===== src/rtl/dmi_host_sequencer.sv =====
// dmi_host_sequencer: turns host request edges into single DMI
// transactions with busy retry and an optional response watchdog.
//
// Ports:
//   clk_i, rst_ni      clock, async active-low reset
//   host_*             level-driven host command and result registers
//   dmi_req_*          valid/ready DMI request channel
//   dmi_resp_*         valid/ready DMI response channel
// Build option: DMI_SEQ_TIMEOUT_EN adds the response watchdog (status 1).
module dmi_host_sequencer #(
  parameter int MaxRetries    = 3,
  parameter int TimeoutCycles = 1024
) (
  input  logic        clk_i,
  input  logic        rst_ni,
  input  logic        host_req_i,
  input  logic        host_wr_i,
  input  logic [6:0]  host_addr_i,
  input  logic [31:0] host_wdata_i,
  output logic [31:0] host_rdata_o,
  output logic [1:0]  host_status_o,
  output logic        host_busy_o,
  output logic        host_done_o,
  output logic        host_overrun_o,
  output logic        dmi_req_valid_o,
  input  logic        dmi_req_ready_i,
  output logic [1:0]  dmi_req_op_o,
  output logic [6:0]  dmi_req_addr_o,
  output logic [31:0] dmi_req_data_o,
  input  logic        dmi_resp_valid_i,
  output logic        dmi_resp_ready_o,
  input  logic [31:0] dmi_resp_data_i,
  input  logic [1:0]  dmi_resp_resp_i
);

  typedef enum logic [1:0] {
    IDLE,
    REQ,
    RESP,
    DONE
  } state_e;

  localparam int RW =
    (MaxRetries > 0) ? $clog2(MaxRetries + 1) : 1;

  state_e        state_q;
  logic          req_q;
  logic [1:0]    op_q;
  logic [RW-1:0] retry_q;

  logic       launch;
  logic       can_retry;
  logic       wd_hit;
  logic [1:0] resp_status;

  assign launch = host_req_i & ~req_q;

  assign can_retry = (dmi_resp_resp_i == 2'd3) &&
                     (int'(retry_q) < MaxRetries);

  // resp 1 is reserved by the DMI protocol; treat it as failed
  always_comb begin
    resp_status = 2'd2;
    unique case (1'b1)
      (dmi_resp_resp_i == 2'd0): resp_status = 2'd0;
      (dmi_resp_resp_i == 2'd3): resp_status = 2'd3;
      default:                   resp_status = 2'd2;
    endcase
  end

`ifdef DMI_SEQ_TIMEOUT_EN
  localparam int WW =
    (TimeoutCycles > 2) ? $clog2(TimeoutCycles) : 1;
  localparam logic [WW-1:0] WdLast = WW'(TimeoutCycles - 1);

  logic [WW-1:0] wd_q;

  assign wd_hit = (wd_q == WdLast);
`else
  localparam int unused_timeout_cycles = TimeoutCycles;

  assign wd_hit = 1'b0;
`endif

  always_ff @(posedge clk_i or negedge rst_ni) begin
    if (!rst_ni) begin
      state_q          <= IDLE;
      req_q            <= 1'b1;
      op_q             <= 2'd0;
      retry_q          <= '0;
      host_rdata_o     <= '0;
      host_status_o    <= 2'd0;
      host_busy_o      <= 1'b0;
      host_done_o      <= 1'b0;
      host_overrun_o   <= 1'b0;
      dmi_req_valid_o  <= 1'b0;
      dmi_req_op_o     <= 2'd0;
      dmi_req_addr_o   <= '0;
      dmi_req_data_o   <= '0;
      dmi_resp_ready_o <= 1'b1;
`ifdef DMI_SEQ_TIMEOUT_EN
      wd_q             <= '0;
`endif
    end else begin
      req_q       <= host_req_i;
      host_done_o <= 1'b0;
      if (launch && (state_q != IDLE)) begin
        host_overrun_o <= 1'b1;
      end
      unique case (state_q)
        IDLE: begin
          if (launch) begin
            state_q          <= REQ;
            op_q             <= host_wr_i ? 2'd2 : 2'd1;
            retry_q          <= '0;
            host_overrun_o   <= 1'b0;
            host_busy_o      <= 1'b1;
            dmi_req_valid_o  <= 1'b1;
            dmi_req_op_o     <= host_wr_i ? 2'd2 : 2'd1;
            dmi_req_addr_o   <= host_addr_i;
            dmi_req_data_o   <= host_wdata_i;
            dmi_resp_ready_o <= 1'b0;
          end
        end
        REQ: begin
          if (dmi_req_ready_i) begin
            state_q          <= RESP;
            dmi_req_valid_o  <= 1'b0;
            dmi_req_op_o     <= 2'd0;
            dmi_resp_ready_o <= 1'b1;
`ifdef DMI_SEQ_TIMEOUT_EN
            wd_q             <= '0;
`endif
          end
        end
        RESP: begin
          if (dmi_resp_valid_i) begin
            dmi_resp_ready_o <= 1'b0;
            if (can_retry) begin
              state_q         <= REQ;
              retry_q         <= retry_q + RW'(1);
              dmi_req_valid_o <= 1'b1;
              dmi_req_op_o    <= op_q;
            end else begin
              state_q       <= DONE;
              host_done_o   <= 1'b1;
              host_rdata_o  <= dmi_resp_data_i;
              host_status_o <= resp_status;
            end
          end else if (wd_hit) begin
            state_q          <= DONE;
            host_done_o      <= 1'b1;
            host_status_o    <= 2'd1;
            dmi_resp_ready_o <= 1'b0;
          end else begin
`ifdef DMI_SEQ_TIMEOUT_EN
            wd_q <= wd_q + WW'(1);
`endif
          end
        end
        DONE: begin
          state_q          <= IDLE;
          host_busy_o      <= 1'b0;
          dmi_resp_ready_o <= 1'b1;
        end
      endcase
    end
  end

endmodule


===== config.mk =====
export PLATFORM = sky130hd
export DESIGN_NAME = dmi_host_sequencer
export DESIGN_NICKNAME = d
export VERILOG_FILES = /design/src/rtl/dmi_host_sequencer.sv
export SDC_FILE = /design/constraint.sdc
export NUM_CORES = 1
export LEC_CHECK = 0
export CORE_ASPECT_RATIO = 0.6
export CORE_MARGIN = 2
export CORE_UTILIZATION = 39
export CTS_CLUSTER_DIAMETER = 150
export CTS_CLUSTER_SIZE = 8
export DETAILED_ROUTE_END_ITERATION = 7
export PLACE_DENSITY = 0.82
export SYNTH_ARGS = -nofsm -noshare
export SYNTH_HDL_FRONTEND = slang
export SYNTH_SLANG_ARGS = --single-unit

===== constraint.sdc =====
create_clock -name clk_i -period 1.9 [get_ports clk_i]
set_input_delay 0.38 -clock clk_i [delete_from_list [all_inputs] [get_ports clk_i]]
set_output_delay 0.38 -clock clk_i [all_outputs]
set_load 0.05 [all_outputs]

[Word level (Yosys, flattened, before mapping)]
Index checks and enable logic that the tools add are counted.
W data, S select, Z words.
Storage, ports and cells
  register bits: 87
  input port bits: 79
  output and inout bits: 80
  word-level logic and storage cells: 73
Cells by class
  add/subtract/negate cells: 1
  $lt $le $gt $ge: 1
  equal/unequal tests: 8
  mux-type cells: 32
  bitwise gates (word level): 3
  reductions and logical operators: 14
Operator list (count)
  $mux W2: 12
  $mux W1: 13
  $ne A2 B2 Y1 const B: 4
  $pmux W2 S2: 2
  $pmux W2 S4: 1
  $eq A2 B2 Y1 const B: 3
  $pmux W2 S3: 1
  $reduce_and A3 Y1: 2
  $reduce_bool A2 Y1: 3
  $reduce_and A5 Y1: 1
  $logic_not A2 Y1: 2
  $pmux W1 S4: 1
  $reduce_and A2 Y1: 2
  $reduce_and A4 Y1: 1
  $pmux W1 S3: 1
  $reduce_bool A3 Y1: 1
  $add A2 B1 Y2 const B: 1
  $eq A2 B1 Y1 const B: 1
  $logic_and A1 B1 Y1: 2
  $lt A2 B2 Y1 const B: 1
  $not A1 Y1: 2
  $pmux W1 S2: 1
  $and A1 B1 Y1: 1

[Depth between registers and ports, before layout]
Gate-level depths: netlist (run 1).
  depth after elaboration: 6
  gate-level depth with buffers: 7
  gate-level depth less buffers: 6

[Worst setup path before layout (run 1)]
Ideal clock, no wire load.
  path kind: flip-flop to flip-flop
  start: reg state_q[0]
  end: reg dmi_req_op_o[0]
  library setup time: 0.125 ns
  arrival: 1.651 ns
  required time: 1.775 ns
  slack: 0.124 ns
  cell stages (with the launch flop): 8
  path buffers: 1
  clock period less this slack: 1.776 ns
  cells stage by stage: dfrtp_1 inv_1 ha_1 buf_6 nor2b_1 a221oi_4 nand3b_4 mux2_4
Between the ends
  word-level cells in the longest chain between the ends: 3
  elaborated cells on any way between the ends: 10
  those cells by class: 6 x eq/ne; 1 x mux; 3 x reduce/logical
RTL lines
  from (decl): RTL line 46  | state_e state_q;
  from (signal assigned): RTL line 87  | state_q <= IDLE;
  from (signal assigned): RTL line 113  | state_q <= REQ;
  from (signal assigned): RTL line 127  | state_q <= RESP;
  $eq A2 B1 Y1, or another cell as far along: RTL line 110  | unique case (state_q)
  $ne A2 B2 Y1 (no line) or $reduce_bool A3 Y1 (tied branches)
  $reduce_and A5 Y1 (no line)
  to (signal assigned): RTL line 119  | dmi_req_op_o <= host_wr_i ? 2'd2 : 2'd1;
  to (signal assigned): RTL line 143  | dmi_req_op_o <= op_q;
  to (decl): RTL line 27  | output logic [1:0] dmi_req_op_o,
Several ways; a longest one is shown, not always the timed one.
A chain may end at the register's enable or synchronous reset.

[Worst setup path after layout (run 1)]
  start: reg host_rdata_o[26]
  end: out host_rdata_o[26]
RTL lines
  from (decl): RTL line 20  | output logic [31:0] host_rdata_o,
  from (signal assigned): RTL line 147  | host_rdata_o <= dmi_resp_data_i;
No word-level cell between the ends.

==> key figures, run 1 <==
Run status
  • Status: finished, final reports clean

Placed design
  • Post-DP HPWL: 5940 µm
  • Routability cong.: about 0.77
  • PortBufs: approximately 160
  • # placed instances: 495
  • Pre-CTS setup slack: -68.8 ps

Clock tree
  • TritonCTS clock tree: done
  • Hold buffer count at CTS: 0
  • Cts bufs inserted: 9
  • Clock-pin slew on the worst setup and hold paths: 60 ps
  • Worst-case clock buffer depth: 2
  • Worst skew pair latency: roughly 330 ps
  • # H-tree levels: 3
  • Clock sinks: 87
  • Root Driver: clkbuf_16

Worst setup path
  • Flop-to-flop setup slack: 120 ps
  • CP cell instances: clkdlybuf4s50_1
  • CP required: between 1500 and 2000 ps
  • Crit Path Class: reg -> out
  • RR Startpoint: state_q[0]
  • Cell family with most CP delay: buffers and inverters
  • Buffers and inverters on the worst path: 1
  • R2R depth: 7
  • Critical Path Sink Type: primary output
  • Startpoint Class: flop
  • Crit-path max FO: 2
  • RR Endpoint: dmi_req_valid_o
  • Slowest library cell on the worst path: clkdlybuf4s50_1
  • Critical Path AT: 1480 ps
  • Max incr delay on CP: 800 ps

Timing
  • Clock period minus worst slack: 1860 ps
  • Tightest Pin Transition: about 570 ps
  • Relative max-transition margin: 0.620
  • Final setup viols: 0
  • Final Cycle Share: 0.981
  • Slew Viols, Final: 0
  • Hold Vio Cnt, Final: 0
  • Peak Freq: 0.536 GHz
  • Clk_skew: just under 4 ps
  • Setup TNS: 0 ps
  • Worst Setup Slack, final: about 36 ps
  • Hold Worst Slack: 119 ps

Logic synthesis
  • Cell count after synthesis: 224
  • Prevailing post-synth register cell: dfrtp_1
  • Synthesized area: between 3000 and 4000 µm²
  • Post-synth EDFFs: 0
  • Part of the Yosys area used for sequential elements: 0.632
  • Area leader, netlist: dfrtp_1
  • Syn_nets: slightly above 300
  • Area contributors post-synth: dfrtp_1 62%, mux2_2 23%, ha_1 2.2%, o21ai_0 1.6%, dfstp_2 1.5%
  • Count of state elements after synthesis: 87
  • Fraction of registers with async set/reset: 1.00
  • YS warnings: 0
  • Mapped Avg Cell Area: 15.4 µm²
  • Post-synth top area share: 0.616
  • Yosys cell types: 26

Global routing
  • Largest net degree at the start of global routing: 46
  • Grt total ovfl: 0
  • Total track usage: 0.173
  • Initial antenna violation count: 0
  • First-pass GRT wire length: 13100 µm
  • Number of global-route vias before repair: 2614

Finish
  • Area of the multi-input gates: 1210 µm²
  • Fill cells: between 600 and 700
  • Seq. cell area: 2180 µm²
  • Diodes inserted: 0
  • NumNets Final: 481
  • Fin cells: 513
  • Layout area overhead: 61.6%
  • Layout cell share with drive strength beyond 1: 0.324

Pwr
  • Combinational share of power: 0.576
  • P_sw: about 5.4 mW
  • Sw frac: 0.460
  • Maximum VDD drop: approximately 1.3 mV
  • P_leak: 2.82 nW
  • Sequential Power Share: 0.278
  • Clock group share of total power: 0.146
  • Power density cells: between 2000 and 2500 nW/µm²
  • Power Total: 11.7 mW
  • Internal: roughly 6.3 mW

Die
  • Top-Level Pins: 159
  • Core Area: 8560 µm²
  • Row count: 26
  • Die H: a little under 80 µm
  • Die area: 9640 µm²
  • Initial Utilization: 0.403
  • Die width: 125 µm

Drt
  • DR vias/cell: 4.78
  • Drt first pass iters: 4
  • Drc violations: 0
  • Routed Antenna Nets: 0
  • 1st-iter DRT viols: 96
  • Drt wl/cell: 15.9 µm
  • Vias: around 2500
  • Overall routed net length: 8130 µm

Flow run
  • Max_cap viols: 0

Min path
  • HP Class: in -> async
-- Yosys cell counts, types with 2 or more instances --
| library cell | n |
|---|---|
| nand3_1 | 4 |
| inv_1 | 6 |
| o21ai_0 | 11 |
| nor2b_1 | 2 |
| a21oi_1 | 2 |
| nand2_1 | 9 |
| dfstp_2 | 2 |
| ha_1 | 6 |
| nand3b_4 | 2 |
| buf_2 | 7 |
| mux2_2 | 71 |
| mux2_4 | 2 |
| dfrtp_1 | 85 |
| nor2_1 | 3 |
-- final cells by class --
cell class | count | area share
flip-flops and latches | 87 | 0.391
repair buffers | 169 | 0.310
multi-input cells | 123 | 0.217
clock buffers | 14 | 0.0509
well taps | 112 | 0.0251
inverters | 6 | 0.00404
clock inverters | 2 | 0.00224
-- stage by stage --
stage	utilization	instance area, µm²
floorplan	-	3450
detailed placement	0.604	5160
global route	0.652	5580
finish	0.652	5580
CTS	0.638	5460
global placement	0.604	5160
-- registers in the layout, indices dropped and copies added (netlist names), named ones only --
name,count
host_status_o,2
host_busy_o,1
req_q,1
dmi_req_valid_o,1
state_q,2
dmi_req_addr_o,7
host_rdata_o,32
op_q,2
host_done_o,1
dmi_req_op_o,2
retry_q,2
dmi_req_data_o,32
dmi_resp_ready_o,1
-- cells in the final DEF, fill, tap and decap left out, drive strengths merged, types with 5 or more instances in the layout --
master	Yosys	layout
dfrtp	85	85
ha	6	6
clkbuf	0	14
nand3	5	5
o21ai	11	11
mux2	73	73
inv	6	6
clkdlybuf4s50	0	93
buf	8	33
dlymetal6s2s	0	40
nand2	9	9
-- routing by layer --
metal / track usage / wire length [µm] / part of all wire / vias to the layer above
met1: 0.213 / 3480 / 0.43 / 1191
met3: 0.0949 / 874 / 0.11 / 12
li1: - / - / - / 1134
met2: 0.261 / 3660 / 0.45 / 113
met4: 0.0533 / 122 / 0.015 / 0
met5: 0 / 0 / 0 / -
-- cells by family (layout without fill, tap and decap cells) --
kind of cell	Yosys count	count (layout)	synth area share
and+or+nand+nor	25	25	0.0464
AOI/OAI and AO/OA	18	18	0.0370
buffers and inverters	14	191	0.0199
DFF	87	87	0.632
adders and majority gates	6	6	0.0218
muxes	74	74	0.243
-- worst max path at each step --
stage / start / end / cells after the start
2_1_floorplan: state_q[0] / dmi_req_op_o[0] / 7
5_1_grt: dmi_req_data_o[1] / dmi_req_data_o[1] / 1
4_1_cts: dmi_req_data_o[26] / dmi_req_data_o[26] / 1
6_report: host_rdata_o[26] / host_rdata_o[26] / 1
3_5_place_dp: dmi_resp_resp_i[0] / dmi_req_valid_o / 6
3_3_place_gp: dmi_resp_resp_i[0] / dmi_req_valid_o / 6
-- repair_timing --
item,CTS,global route
endpoints found under the setup margin,3,43
buffers inserted,0,2
gates resized for setup,3,41
-- power by group through the flow --
stage,combinational (mW),sequential (mW),clock (mW)
2_1_floorplan,1.50,6.26,0
3_3_place_gp,6.69,3.23,0
3_5_place_dp,6.79,3.29,0
4_1_cts,6.78,3.28,1.75
5_1_grt,7.02,3.38,1.85
6_report,6.73,3.25,1.70
Power figures use the tool's default switching activity.
==> run 2: changes to the inputs <==
--- a/config.mk
+++ b/config.mk
@@ -11,7 +11,7 @@
 export CTS_CLUSTER_DIAMETER = 150
 export CTS_CLUSTER_SIZE = 8
 export DETAILED_ROUTE_END_ITERATION = 7
-export PLACE_DENSITY = 0.82
+export PLACE_DENSITY = 0.79
 export SYNTH_ARGS = -nofsm -noshare
 export SYNTH_HDL_FRONTEND = slang
 export SYNTH_SLANG_ARGS = --single-unit
==> key figures, run 2 (same netlist as run 1, synthesis figures left out) <==
Worst setup path
  • CP required: 1520 ps (about the same)
  • RR Endpoint: dmi_req_op_o[0] (was dmi_req_valid_o)
  • Buffers and inverters on the worst path: 1 (unchanged)
  • Critical Path Sink Type: primary output (unchanged)
  • Slowest library cell on the worst path: clkdlybuf4s50_1 (unchanged)
  • Max incr delay on CP: 810 ps (was 800 ps)
  • R2R depth: 6 (was 7)
  • RR Startpoint: state_q[0] (unchanged)
  • Crit Path Class: reg -> out (unchanged)
  • Flop-to-flop setup slack: 80 ps (was 120 ps)
  • Crit-path max FO: 2 (unchanged)
  • Cell family with most CP delay: buffers and inverters (unchanged)
  • CP cell instances: clkdlybuf4s50_1 (unchanged)
  • Startpoint Class: flop (unchanged)
  • Setup crit start: host_status_o[1] (was host_rdata_o[26])
  • Critical Path AT: 1500 ps (was 1480 ps)

Flow run
  • Max_cap viols: 0 (unchanged)

Timing
  • Final Cycle Share: 0.987 (was 0.981)
  • Clk_skew: 8.66 ps (was 3.90 ps)
  • Peak Freq: 0.533 GHz (was 0.536 GHz)
  • Tightest Pin Transition: 547 ps (was 570 ps)
  • Slew Viols, Final: 0 (unchanged)
  • Hold Worst Slack: 1.34 ps (was 119 ps)
  • Hold Vio Cnt, Final: 0 (unchanged)
  • Final setup viols: 0 (unchanged)
  • Clock period minus worst slack: 1880 ps (was 1860 ps)
  • Relative max-transition margin: 0.635 (was 0.620)

Finish
  • Regs by FF count: dmi_req_data_o x32, host_rdata_o x32, dmi_req_addr_o x7 (unchanged)
  • NumNets Final: 482 (was 481)
  • Fill cells: 614 (was 649)
  • Layout area overhead: 62.5% (was 61.6%)
  • Diodes inserted: 0 (unchanged)
  • Layout cell share with drive strength beyond 1: 0.329 (was 0.324)
  • Commonest cells after routing, fill and taps aside: 95 x clkdlybuf4s50_1, 85 x dfrtp_1, 71 x mux2_2 (was 93 x clkdlybuf4s50_1, 85 x dfrtp_1, 71 x mux2_2)
  • Commonest non-fill, non-tap cell in the layout: clkdlybuf4s50_1 (unchanged)

Clock tree
  • Worst skew pair latency: 330 ps (about the same)
  • Root Driver: clkbuf_16 (unchanged)
  • Clock-pin slew on the worst setup and hold paths: 60 ps (about the same)
  • Clock sinks: 87 (unchanged)
  • Worst-case clock buffer depth: 2 (unchanged)
  • Cts bufs inserted: 9 (unchanged)
  • TritonCTS clock tree: done (unchanged)
  • # H-tree levels: 3 (unchanged)

Die
  • Row count: 26 (unchanged)
  • Die area: 9640 µm² (unchanged)
  • Initial Utilization: 0.403 (unchanged)
  • Core Area: 8560 µm² (unchanged)
  • Die H: 76.9 µm (unchanged)
  • Die width: 125 µm (unchanged)
  • Top-Level Pins: 159 (unchanged)

Pwr
  • P_leak: 2.80 nW (was 2.82 nW)
  • Maximum VDD drop: 1.14 mV (was 1.26 mV)
  • Power density cells: 2120 nW/µm² (was 2090 nW/µm²)
  • Power Total: 11.9 mW (was 11.7 mW)

Drt
  • Drt wl/cell: 16.0 µm (was 15.9 µm)
  • Overall routed net length: 8220 µm (was 8130 µm)
  • Vias: 2459 (was 2450)
  • Routed Antenna Nets: 0 (unchanged)
  • Drc violations: 0 (unchanged)
  • DR vias/cell: 4.79 (was 4.78)
  • Drt first pass iters: 4 (unchanged)
  • 1st-iter DRT viols: 71 (was 96)

Min path
  • HP Class: in -> async (unchanged)

Run status
  • Status: finished, final reports clean (unchanged)

Global routing
  • Grt total ovfl: 0 (unchanged)
  • Total track usage: 0.174 (was 0.173)
  • Largest net degree at the start of global routing: 38 (was 46)
  • Initial antenna violation count: 0 (unchanged)
  • Number of global-route vias before repair: 2554 (was 2614)
  • First-pass GRT wire length: 13200 µm (was 13100 µm)

Placed design
  • Routability cong.: 0.808 (was 0.766)
  • PortBufs: 158 (unchanged)
  • Post-DP HPWL: 6070 µm (was 5940 µm)
[run 2: changes by cell type in the layout (fill, tap and decap cells not counted), moves of 2 or more]
cell             before  now
clkbuf_8              4    1
dlymetal6s2s_1       40   37
bufinv_16             0    2
clkdlybuf4s50_1      93   95
clkinvlp_4            1    3
[run 2: where the power goes]
part	total [mW]	internal (mW)	switching (mW)
Combinational	6.75	2.50	4.25
Sequential	3.26	2.79	0.474
Clock	1.87	1.18	0.689
Total	11.9	6.47	5.41
[run 2: how the worst max path moves through the flow]
stage                                   to  slack [ps]  cells after the start
after global routing      host_status_o[1]         -20                      1
after CTS                  host_rdata_o[6]           3                      1
after floorplan            dmi_req_op_o[0]         120                      7
after detailed placement   dmi_req_valid_o        -100                      6
after global placement     dmi_req_valid_o         -50                      6
final                     host_status_o[1]          20                      1
[run 2: cell type report]
class | instances | area (µm²) | area share
Clock buffer | 10 | 239 | 0.0426
Inverter | 6 | 22.5 | 0.00402
Timing Repair Buffer | 170 | 1740 | 0.311
Multi-Input combinational cell | 123 | 1200 | 0.214
Clock inverter | 5 | 82.6 | 0.0147
Sequential cell | 87 | 2180 | 0.389
Tap cell | 112 | 140 | 0.0250
[run 2: timing repair]
action	in CTS	in global routing
endpoints found under the setup margin	2	38
hold buffers	0	0
buffers inserted	0	1
pin swaps	0	1
gates resized for setup	2	38
[run 2: through the flow]
step | util | instance area (µm²) | setup TNS, ps | worst slack [ps] | instances
floorplan | - | 3450 | 0 | 124 | 224
global placement | 0.606 | 5190 | -119 | -49.6 | 497
detailed placement | 0.606 | 5190 | -409 | -102 | 497
CTS | 0.643 | 5510 | 0 | 2.83 | 512
global route | 0.656 | 5610 | -22.2 | -20.0 | 513
finish | 0.656 | 5610 | 0 | 24.5 | 513
[run 2: layer usage]
| metal | track usage | share of wire | up-vias |
|---|---|---|---|
| li1 | - | - | 1128 |
| met1 | 0.226 | 0.45 | 1211 |
| met2 | 0.256 | 0.44 | 112 |
| met3 | 0.0970 | 0.10 | 8 |
| met4 | 0.0367 | 0.0079 | 0 |
| met5 | 0 | 0 | - |
==> run 3: changes to the inputs <==
--- a/config.mk
+++ b/config.mk
@@ -12,6 +12,7 @@
 export CTS_CLUSTER_SIZE = 8
 export DETAILED_ROUTE_END_ITERATION = 7
 export PLACE_DENSITY = 0.79
+export RECOVER_POWER = 100
 export SYNTH_ARGS = -nofsm -noshare
 export SYNTH_HDL_FRONTEND = slang
 export SYNTH_SLANG_ARGS = --single-unit
==> key figures, run 3 (same netlist as run 1, synthesis figures left out) <==
Die
  • Core Area: 8560 µm² (unchanged)
  • Die width: 125 µm (unchanged)
  • Top-Level Pins: 159 (unchanged)
  • Die H: 76.9 µm (unchanged)
  • Initial Utilization: 0.403 (unchanged)
  • Row count: 26 (unchanged)
  • Die area: 9640 µm² (unchanged)

Flow run
  • Max_cap viols: 0 (unchanged)

Worst setup path
  • Critical Path Sink Type: primary output (unchanged)
  • Cell family with most CP delay: buffers and inverters (unchanged)
  • CP required: 1520 ps (about the same)
  • Crit Path Class: reg -> out (unchanged)
  • Crit-path max FO: 2 (unchanged)
  • Max incr delay on CP: 810 ps (about the same)
  • Critical Path AT: 1500 ps (about the same)
  • Startpoint Class: flop (unchanged)
  • Buffers and inverters on the worst path: 1 (unchanged)
  • CP cell instances: clkdlybuf4s50_1 (unchanged)
  • Slowest library cell on the worst path: clkdlybuf4s50_1 (unchanged)

Drt
  • Drc violations: 0 (unchanged)
  • Overall routed net length: 8180 µm (was 8220 µm)
  • Vias: 2461 (was 2459)
  • Drt wl/cell: 15.9 µm (was 16.0 µm)
  • Drt first pass iters: 4 (unchanged)
  • Routed Antenna Nets: 0 (unchanged)
  • 1st-iter DRT viols: 95 (was 71)
  • DR vias/cell: 4.80 (was 4.79)

Global routing
  • Initial antenna violation count: 0 (unchanged)
  • First-pass GRT wire length: 13200 µm (unchanged)
  • Grt total ovfl: 0 (unchanged)
  • Total track usage: 0.174 (unchanged)
  • Largest net degree at the start of global routing: 38 (unchanged)
  • Number of global-route vias before repair: 2554 (unchanged)

Clock tree
  • Worst-case clock buffer depth: 2 (unchanged)
  • Cts bufs inserted: 9 (unchanged)
  • Clock-pin slew on the worst setup and hold paths: 60 ps (about the same)
  • Hold buffer count at CTS: 0 (unchanged)
  • Worst skew pair latency: 330 ps (about the same)
  • Clock sinks: 87 (unchanged)
  • Root Driver: clkbuf_16 (unchanged)
  • # H-tree levels: 3 (unchanged)
  • TritonCTS clock tree: done (unchanged)

Run status
  • Status: finished, final reports clean (unchanged)

Timing
  • Hold Worst Slack: 173 ps (was 1.34 ps)
  • Clk_skew: 8.29 ps (was 8.66 ps)
  • Tightest Pin Transition: 905 ps (was 547 ps)
  • Clock period minus worst slack: 1880 ps (about the same)
  • Final setup viols: 0 (unchanged)
  • Peak Freq: 0.533 GHz (about the same)
  • Final Cycle Share: 0.988 (was 0.987)
  • Hold Vio Cnt, Final: 0 (unchanged)
  • Setup TNS: 0 ps (unchanged)
  • Slew Viols, Final: 0 (unchanged)
  • Relative max-transition margin: 0.397 (was 0.635)

Finish
  • Layout area overhead: 49.8% (was 62.5%)
  • Layout cell share with drive strength beyond 1: 0.267 (was 0.329)
  • Diodes inserted: 0 (unchanged)
  • Regs by FF count: dmi_req_data_o x32, host_rdata_o x32, dmi_req_addr_o x7 (unchanged)
  • Commonest cells after routing, fill and taps aside: 94 x clkdlybuf4s50_1, 85 x dfrtp_1, 71 x mux2_2 (was 95 x clkdlybuf4s50_1, 85 x dfrtp_1, 71 x mux2_2)
  • Fin cells: 513 (unchanged)
  • Util after Layout: 0.604 (was 0.656)
  • Fill cells: 716 (was 614)
  • NumNets Final: 482 (unchanged)
  • Commonest non-fill, non-tap cell in the layout: clkdlybuf4s50_1 (unchanged)

Min path
  • HP Class: in -> async (unchanged)

Placed design
  • Post-DP HPWL: 6070 µm (unchanged)
  • PortBufs: 158 (unchanged)
  • Routability cong.: 0.808 (unchanged)
  • # placed instances: 497 (unchanged)
## run 3: cell types whose count changed in the layout (fill, tap and decap cells not counted)
cell	previous run	this run
a221oi_1	0	1
a221oi_2	1	0
buf_12	3	2
buf_4	32	5
buf_6	1	2
clkbuf_1	0	60
clkbuf_2	0	4
clkdlybuf4s50_1	95	94
dlygate4sd3_1	0	1
dlymetal6s2s_1	37	0
nand3_1	4	5
nand3_2	1	0
## run 3: final cells by class
cell class                 count  area (µm²)  area share
inverter                       6        22.5     0.00436
multi-input combinational    123        1190       0.230
clock inverter                 5        82.6      0.0160
timing repair buffer         170        1310       0.254
sequential                    87        2180       0.422
clock buffer                  10         239      0.0462
tap                          112         140      0.0271
## run 3: worst paths after layout
| check | cells after the start | slack, ps | endpoint | startpoint |
|---|---|---|---|---|
| worst max-delay path | 1 | 20 | host_status_o[1] | host_status_o[1] |
| worst min-delay path | 1 | 170 | host_rdata_o[13] | rst_ni |
| worst max register to register | 6 | 80 | dmi_req_op_o[0] | state_q[0] |
| worst min register to register | 1 | 490 | retry_q[0] | retry_q[0] |
| max in group asynchronous | 2 | 750 | dmi_req_data_o[22] | rst_ni |
| min in group clk_i | 1 | 490 | retry_q[0] | retry_q[0] |
## run 3: per-layer routing
layer	track usage	vias to the layer above	routed length [µm]
met1	0.226	1219	3640
met2	0.256	108	3610
met3	0.0970	8	866
met5	0	-	0
met4	0.0367	0	65
li1	-	1126	-
## run 3: repair_timing
action                     4_1_cts  5_1_grt
gates resized for setup          2       38
hold endpoints to repair         0        0
gates cloned                     0        0
setup endpoints to repair        2       38
pin swaps                        0        1
setup buffers                    0        1
## run 3: metrics by stage
step	cell area [µm²]	worst slack, ps
after floorplan	3450	124
after global placement	5190	-49.6
after detailed placement	5190	-102
after CTS	5510	2.83
after global routing	5170	-20.0
final	5170	23.6
## run 3: worst reg2reg max path, stage by stage (launching register included)
cell	delay, ps
dfrtp_1	380
inv_1	120
ha_1	250
buf_4	170
a221oi_4	360
nand3b_4	120
mux2_4	310
Power of run 3 is not shown: default switching activity piles up to over one toggle a cycle in this logic, so the estimate is an artifact.
